**config.mk**
```make
export PLATFORM = sky130hd
export DESIGN_NAME = noc_output_port
export DESIGN_NICKNAME = d
export VERILOG_FILES = /design/src/rtl/noc_pkg.sv /design/src/rtl/noc_credit_counter.sv /design/src/rtl/noc_output_port.sv
export SDC_FILE = /design/constraint.sdc
export NUM_CORES = 1
export LEC_CHECK = 0
export BUFFER_PORTS_ARGS = -buffer_cell sky130_fd_sc_hd__buf_2
export CORE_MARGIN = 3
export CORE_UTILIZATION = 39
export DETAILED_ROUTE_END_ITERATION = 8
export PLACE_DENSITY = 0.74
export RECOVER_POWER = 50
export SLEW_MARGIN = 20
export SYNTH_ARGS = -nofsm -noshare
export SYNTH_HDL_FRONTEND = slang
export SYNTH_SLANG_ARGS = --single-unit
```
**constraint.sdc**
```tcl
create_clock -name clk -period 1.9 [get_ports clk]
set_input_delay 0.38 -clock clk [delete_from_list [all_inputs] [get_ports clk]]
set_output_delay 0.38 -clock clk [all_outputs]
set_load 0.01 [all_outputs]
```
**src/rtl/noc_pkg.sv**
```systemverilog
// Shared types and constants for the NoC router output port.
package noc_pkg;

  localparam int unsigned FLIT_W   = 8;
  localparam int unsigned PORT_CNT = 5;

  typedef struct packed {
    logic [3:0] x;
    logic [3:0] y;
  } flit_t;

  typedef enum logic [2:0] {
    PORT_N = 3'd0,
    PORT_S = 3'd1,
    PORT_E = 3'd2,
    PORT_W = 3'd3,
    PORT_L = 3'd4
  } port_sel_e;

  localparam logic [PORT_CNT-1:0] TURN_N = 5'b10000;
  localparam logic [PORT_CNT-1:0] TURN_S = 5'b01000;
  localparam logic [PORT_CNT-1:0] TURN_E = 5'b00100;
  localparam logic [PORT_CNT-1:0] TURN_W = 5'b00010;
  localparam logic [PORT_CNT-1:0] TURN_L = 5'b00001;

  // Right-rotate keeps the token one-hot and walks N->S->E->W->L->N.
  function automatic logic [PORT_CNT-1:0] turn_next(input logic [PORT_CNT-1:0] t);
    return {t[0], t[PORT_CNT-1:1]};
  endfunction

endpackage

```
**src/rtl/noc_credit_counter.sv**
```systemverilog
// Downstream credit tracker: grants transfers, saturates returns, flags misuse.
module noc_credit_counter #(
  parameter int unsigned CREDITS = 4
) (
  input  logic clk,
  input  logic rst_n,
  input  logic req_i,
  input  logic ret_i,
  output logic xfer_c,
  output logic full_c,
  output logic err_c
);

  localparam int unsigned CNT_W = $clog2(CREDITS + 1);
  localparam logic [CNT_W-1:0] CNT_MAX = CNT_W'(CREDITS);

  logic [CNT_W-1:0] count_q;
  logic [CNT_W-1:0] count_d;

  // A simultaneous grant and return cancel out.
  always_comb begin
    count_d = count_q;
    err_c   = 1'b0;
    xfer_c  = req_i && (count_q != '0);
    if (req_i && (count_q == '0)) err_c = 1'b1;
    if (xfer_c && !ret_i) begin
      count_d = count_q - CNT_W'(1);
    end else if (ret_i && !xfer_c) begin
      if (count_q == CNT_MAX) err_c = 1'b1;
      else                    count_d = count_q + CNT_W'(1);
    end
  end

  always_ff @(posedge clk or negedge rst_n) begin
    if (!rst_n) count_q <= CNT_MAX;
    else        count_q <= count_d;
  end

  assign full_c = (count_q == '0);

endmodule

```
**src/rtl/noc_output_port.sv**
```systemverilog
// Router output port: flit mux/register, turn token, credit flow control.
// Optional statistics counters enabled by NOC_OUTPORT_STATS_EN.
module noc_output_port
  import noc_pkg::*;
#(
  parameter int unsigned         CREDITS    = 4,
  parameter logic [PORT_CNT-1:0] TURN_RESET = TURN_N
) (
  input  logic                clk,
  input  logic                rst_n,
  input  logic [FLIT_W-1:0]   n_data_i,
  input  logic [FLIT_W-1:0]   s_data_i,
  input  logic [FLIT_W-1:0]   e_data_i,
  input  logic [FLIT_W-1:0]   w_data_i,
  input  logic [FLIT_W-1:0]   l_data_i,
  input  logic [2:0]          port_select_i,
  input  logic                port_enable_i,
  input  logic                credit_ret_i,
  output logic [PORT_CNT-1:0] turn_o,
  output logic                port_full_o,
  output logic [FLIT_W-1:0]   data_o,
  output logic                valid_o,
  output logic                err_o
`ifdef NOC_OUTPORT_STATS_EN
  ,
  output logic [15:0]         flit_cnt_o,
  output logic [15:0]         stall_cnt_o
`endif
);

  logic  legal_c;
  logic  req_c;
  logic  sel_err_c;
  logic  xfer_c;
  logic  cnt_err_c;
  flit_t mux_c;

  assign legal_c   = (port_select_i <= 3'(PORT_L));
  assign req_c     = port_enable_i && legal_c;
  assign sel_err_c = port_enable_i && !legal_c;

  always_comb begin
    mux_c = '0;
    case (port_sel_e'(port_select_i))
      PORT_N:  mux_c = flit_t'(n_data_i);
      PORT_S:  mux_c = flit_t'(s_data_i);
      PORT_E:  mux_c = flit_t'(e_data_i);
      PORT_W:  mux_c = flit_t'(w_data_i);
      PORT_L:  mux_c = flit_t'(l_data_i);
      default: mux_c = '0;
    endcase
  end

  noc_credit_counter #(
    .CREDITS (CREDITS)
  ) u_credit (
    .clk    (clk),
    .rst_n  (rst_n),
    .req_i  (req_c),
    .ret_i  (credit_ret_i),
    .xfer_c (xfer_c),
    .full_c (port_full_o),
    .err_c  (cnt_err_c)
  );

  // data_o holds the last flit between transfers; err_o is sticky until reset.
  always_ff @(posedge clk or negedge rst_n) begin
    if (!rst_n) begin
      turn_o  <= TURN_RESET;
      data_o  <= '0;
      valid_o <= 1'b0;
      err_o   <= 1'b0;
    end else begin
      turn_o  <= turn_next(turn_o);
      valid_o <= xfer_c;
      if (xfer_c) data_o <= FLIT_W'(mux_c);
      err_o   <= err_o | cnt_err_c | sel_err_c;
    end
  end

`ifdef NOC_OUTPORT_STATS_EN
  always_ff @(posedge clk or negedge rst_n) begin
    if (!rst_n) begin
      flit_cnt_o  <= '0;
      stall_cnt_o <= '0;
    end else begin
      flit_cnt_o  <= flit_cnt_o + 16'(valid_o);
      stall_cnt_o <= stall_cnt_o + 16'(port_full_o);
    end
  end
`endif

endmodule

```
**After elaboration in Yosys (flattened, before gate mapping)**

Index checks and enable logic that the tools add are counted.

- Register bits after elaboration: 18
- Input port bits: 47
- Output and inout bits: 16
- Logic and storage cells: 38

- Add/sub/neg operators: 2
- Magnitude comparators: 1
- Equality and inequality tests: 6
- Muxes and demuxes: 8
- Bitwise operators: 2
- Reductions and logical operators: 14

Operators by type and width:

| kind | count |
|---|---|
| $pmux 8 s5 | 1 |
| $mux 3 | 3 |
| $eq 3x2->1 const B | 2 |
| $eq 3x3->1 const B | 2 |
| $logic_and 1x1->1 | 6 |
| $logic_not 3->1 | 2 |
| $mux 1 | 4 |
| $add 3x1->3 const B | 1 |
| $eq 3x1->1 const B | 1 |
| $le 3x3->1 const B | 1 |
| $logic_not 1->1 | 3 |
| $reduce_bool 3->1 | 1 |
| $sub 3x1->3 const B | 1 |
| $ne 2x1->1 const B | 1 |
| $or 1x1->1 | 2 |
| $reduce_and 2->1 | 1 |
| $reduce_bool 2->1 | 1 |

**Logic depth before layout (Yosys ltp)**

- Depth in word-level cells: 9
- Gate-level depth with buffers: 10
- Gate-level depth less buffers: 9

**By module**

A second synthesis with hierarchy kept.

- Cell total of the unflattened synthesis: 122
- Area total of the unflattened synthesis: 1204.9 µm²

Modules (own cells, without submodules):

| module | instances | cells each | area an instance (µm²) | sequential area each (µm²) |
|---|---|---|---|---|
| noc_output_port | 1 | 93 | 955.9 | 376.6 |
| noc_credit_counter | 1 | 29 | 249.0 | 76.3 |

**Worst setup path after synthesis**

OpenSTA, ideal clock, no wires.

- Kind: input -> register
- Start: in port_select_i[1]
- End: reg u_credit.count_q[2]
- Library setup time: 0.075 ns
- Data arrival time: 1.910 ns
- Required time: 1.825 ns
- Path slack: -0.085 ns
- Cell stages on the path: 10
- Buffers on the path: 1
- Path through: buf_6 > o21ai_4 > nand3b_4 > inv_1 > ha_1 > inv_1 > fa_1 > xor2_1 > nor2_1 > xor2_1

- Cells in the longest elaborated chain, start to end: 7
- Elaborated cells between the ends (all ways): 10
- Those cells by class: order compare (1); eq/ne (1); mux (1); reduce/logical (7)

RTL lines:

| item | line | source |
|---|---|---|
| from (decl) | noc_output_port.sv:16 | `input logic [2:0] port_select_i,` |
| $le 3x3->1 * | noc_output_port.sv:38 | `assign legal_c = (port_select_i <= 3'(PORT_L));` |
| $logic_and 1x1->1 * | noc_output_port.sv:39 | `assign req_c = port_enable_i && legal_c;` |
| $logic_and 1x1->1 * | noc_credit_counter.sv:24 | `xfer_c = req_i && (count_q != '0);` |
| via u_credit.xfer_c | noc_credit_counter.sv:9 | `output logic xfer_c,` |
| $logic_not 1->1 | noc_credit_counter.sv:28 | `end else if (ret_i && !xfer_c) begin` |
| $logic_and 1x1->1 | noc_credit_counter.sv:28 |  |
| $reduce_bool 2->1 (no line) | n/a |  |
| $reduce_and 2->1 (no line) | n/a |  |
| to (signal assigned) | noc_credit_counter.sv:36 | `else count_q <= count_d;` |
| to (decl) | noc_credit_counter.sv:17 | `logic [CNT_W-1:0] count_q;` |

The timed path passes the listed nets; every way through them passes the cells marked *.
A chain may end at the register's enable or synchronous reset.

**Worst setup path in the final report**

- Start: reg u_credit.count_q[2]
- End: reg u_credit.count_q[2]

- Cells in the longest elaborated chain, start to end: 6
- Elaborated cells between the ends (all ways): 14
- Those cells by class: add/sub (2); eq/ne (2); mux (3); reduce/logical (7)

RTL lines:

| item | line |
|---|---|
| $reduce_bool 3->1 * | noc_credit_counter.sv:24 |
| $logic_and 1x1->1 * | noc_credit_counter.sv:24 |
| via u_credit.xfer_c | noc_credit_counter.sv:9 |
| $logic_not 1->1 | noc_credit_counter.sv:28 |
| $logic_and 1x1->1 | noc_credit_counter.sv:28 |
| $reduce_bool 2->1 (no line) | n/a |
| $reduce_and 2->1 (no line) | n/a |

The timed path passes the listed nets; every way through them passes the cells marked *. The select of a mux whose other input is x is not followed.

==> summary.md <==
| Metric | Value |
|---|---|
| Post-synth top flop | dfrtp_1 |
| Worst skew pair latency | 0.30 ns |
| DRT iter0 DRCs | 64 |
| P_leak | approximately 0.00081 µW |
| Crit path arrival time | ~2.1 ns |
| Total power | 1441 µW |
| Netlist cell types | 36 |
| R2R setup slack | 0.04 ns |
| Initial antenna violation count | 0 |
| Die height | 60.36 µm |
| Hold WC Path Type | in2reg |
| Post-synth top area share | 34.74% |
| HP Start | w_data_i[5] |
| Sequential fraction of the synthesis area | 39.31% |
| Row count | 19 |
| Final period util | 97.90% |
| Full die area | 3643 µm² |
| Syn_nets | 160 |
| Startpoint types | flip-flop |
| Synth Warn # | 0 |
| Pin count of the biggest net entering global routing | 22 |
| Starting Density | between 40% and 50% |
| Drt first pass iters | 4 |
| Worst clock skew | 0.007523 ns |
| CORE AREA | 2781 µm² |
| Ratio of cells with drive above 1 in the final layout | a little over half |
| Slew at the pin closest to its max-slew limit | just over 0.9 ns |
| CTS tree | built |
| First-pass GRT wire length | ~4300 µm |
| Grt ovf | 0 |
| Gr usage total | 15.67% |
| Inserted Clock Buffers | 3 |
| Die W | 60.36 µm |
| Mapped Cells | 110 |
| Hold-critical path endpoint | data_o[5]$_DFFE_PN0P_ |
| HPWL after DPL | 2192 µm |
| # clock sinks | 18 |
| VDD IR max | 0.0005658 V |
| Max-cap viol count | 0 |
| CP dominant cell by count | xor2_1 |
| Tmin final | 1.860 ns |
| Final setup viols | 0 |
| Hold depth | 3 |
| Synth Register Bits | 18 |
| Post-Syn Area | approximately 1200 µm² |
| Crit path kind | reg2reg |
| RePlAce Congestion | 0.7455 |
| CTS H-tree depth | 1 |
| Clk buf depth | 2 |
| RR Endpoint | u_credit.count_q[2]$_DFFE_PN1P_ |
| Status | completed |
| Ant diodes | 0 |
| Ports | 63 |
| Routed len/inst | 13.38 µm |
| Area leader, netlist | dfrtp_1 |
| Vias in the first global route | 1,000 |
| Rel. slew slack | 37.64% |
| Critical Path, Cell by Cell | nor3_2 > nand3b_4 > inv_4 > ha_4 > inv_2 > fa_2 > xor2_1 > nor2_1 > xor2_1 |
| DR vias/cell | 5.052 |
| PortBufs | 62 |
| Slowest-stage cell, CP | dfstp_2 |
| Max-slew violations | 0 |
| WP buf/inv | 2 |
| R2R depth | 9 |
| Routed vias | between 1,000 and 1,500 |
| Synth async-reset ratio | 100.0% |
| Final net count | 231 |
| Crit path max fanout | 3 |
| Crit path capture type | flip-flop |
| Fin. Hold Viols | 0 |
| CP top delay family | flip-flops |
| CP peak stage delay | approximately 0.57 ns |
| Clock-pin transition on the worst setup and hold timing paths | 0.10 ns |
| WP data required | roughly 2.1 ns |
| FF-to-FF Start | u_credit.count_q[2]$_DFFE_PN1P_ |
| PwrDens | 914.1 nW/µm² |
| Hold Worst Slack | 0.3807 ns |
| DR DRC count | 0 |
| Final ANT Viol Nets | 0 |
| P&R area growth vs syn | 36.81% |
| Synth area leaders | dfrtp_1 35%, mux2i_1 9.6%, o21ai_1 5.6%, nand3b_1 5.2%, dfstp_2 4.6% |
| Fmax | 0.5376 GHz |
| Post-synth EDFFs | 0 |
| Clock root buffer | clkbuf_4 |
| Avg Synthesized Cell Area | 10.48 µm² |
| Routed wire length | about 2800 µm |
[metal layers]
metal | global-route usage, % | up-vias | routed length (µm)
li1 | - | 533 | -
met1 | 20.72 | 472 | 1241
met2 | 25.31 | 56 | 1192
met3 | 2.766 | 5 | 343
met4 | 6.646 | 0 | 47
met5 | 0 | - | 0
[state kept, by name, indices dropped and copies added (netlist names)]
signal / flops
data_o: 8
u_credit.count_q: 3
valid_o: 1
err_o: 1
turn_o: 5
[through the flow]
step | instances | worst slack (ns) | instance area (µm²) | util, % | setup TNS (ns)
2_1_floorplan | 110 | 0.0003459 | 1167 | - | 0
3_3_place_gp | 203 | 0.04402 | 1491 | 53.62 | 0
3_5_place_dp | 203 | -0.03328 | 1491 | 53.62 | -0.03328
4_1_cts | 208 | 0.002898 | 1538 | 55.29 | 0
5_1_grt | 211 | -0.01123 | 1577 | 56.68 | -0.01123
6_report | 211 | 0.03984 | 1577 | 56.68 | 0
[worst min-delay path: stages]
cell,delay [ns]
buf_2,0.07
a311oi_1,0.08
o21ai_1,0.11
[final cells by class]
| cell class | instances | area, µm² |
|---|---|---|
| fill | 263 | 1205 |
| clock buffer | 4 | 36.28 |
| inverter | 7 | 33.78 |
| multi-input combinational | 78 | 614.3 |
| tap | 31 | 38.79 |
| timing repair buffer | 73 | 397.9 |
| sequential | 18 | 455.4 |
[cells in the final DEF, fill, tap and decap left out, drive strengths merged, types with 3 or more instances in the layout]
cell type and instances:
mux2i 11, buf 71, nand2 9, clkbuf 5, inv 7, dfrtp 16
o21ai 16, a21oi 5, nand3b 9, a22oi 3, nor3 5, mux2 3
[kinds of logic after synthesis]
logic type	synth area share [%]
AOI/OAI and AO/OA	16.72
and+or+nand+nor	16.61
DFF	39.30
buffers and inverters	9.446
muxes	12.49
adders and majority gates	3.909
xor gates and xnor gates	1.520
[worst max-delay path by stage]
stage                                         start                              end  slack, ns  depth (start not counted)
finish              u_credit.count_q[2]$_DFFE_PN1P_  u_credit.count_q[2]$_DFFE_PN1P_       0.04                          9
global route        u_credit.count_q[2]$_DFFE_PN1P_  u_credit.count_q[2]$_DFFE_PN1P_      -0.01                          9
CTS                 u_credit.count_q[2]$_DFFE_PN1P_  u_credit.count_q[2]$_DFFE_PN1P_      0.003                          9
detailed placement                 port_select_i[0]  u_credit.count_q[2]$_DFFE_PN1P_      -0.03                         10
global placement                   port_select_i[0]  u_credit.count_q[2]$_DFFE_PN1P_       0.04                         10
floorplan                          port_select_i[0]  u_credit.count_q[2]$_DFFE_PN1P_     0.0003                         10
[repair_timing]
action / 4_1_cts / 5_1_grt
setup endpoints to repair: 0 / 2
gates resized for setup: 0 / 6
setup buffers: 0 / 3
endpoints found under the hold margin: 16 / 0
hold buffers: 1 / 0
[synth_stat cells (all sizes together), types with 2 or more instances]
library cell	count
inv	7
nor2	2
o21ai	16
dfstp	2
a22oi	3
buf	7
dfrtp	16
mux2i	11
a21oi	5
xor2	2
nor3	5
ha	2
nand3b	9
mux2	3
nand2	9
[report_power, final]
group / switching, µW / internal (µW)
sequential: 78.5 / 498
combinational: 303 / 325
clock: 120 / 117
No activity file was read; power rests on OpenSTA's default activity.
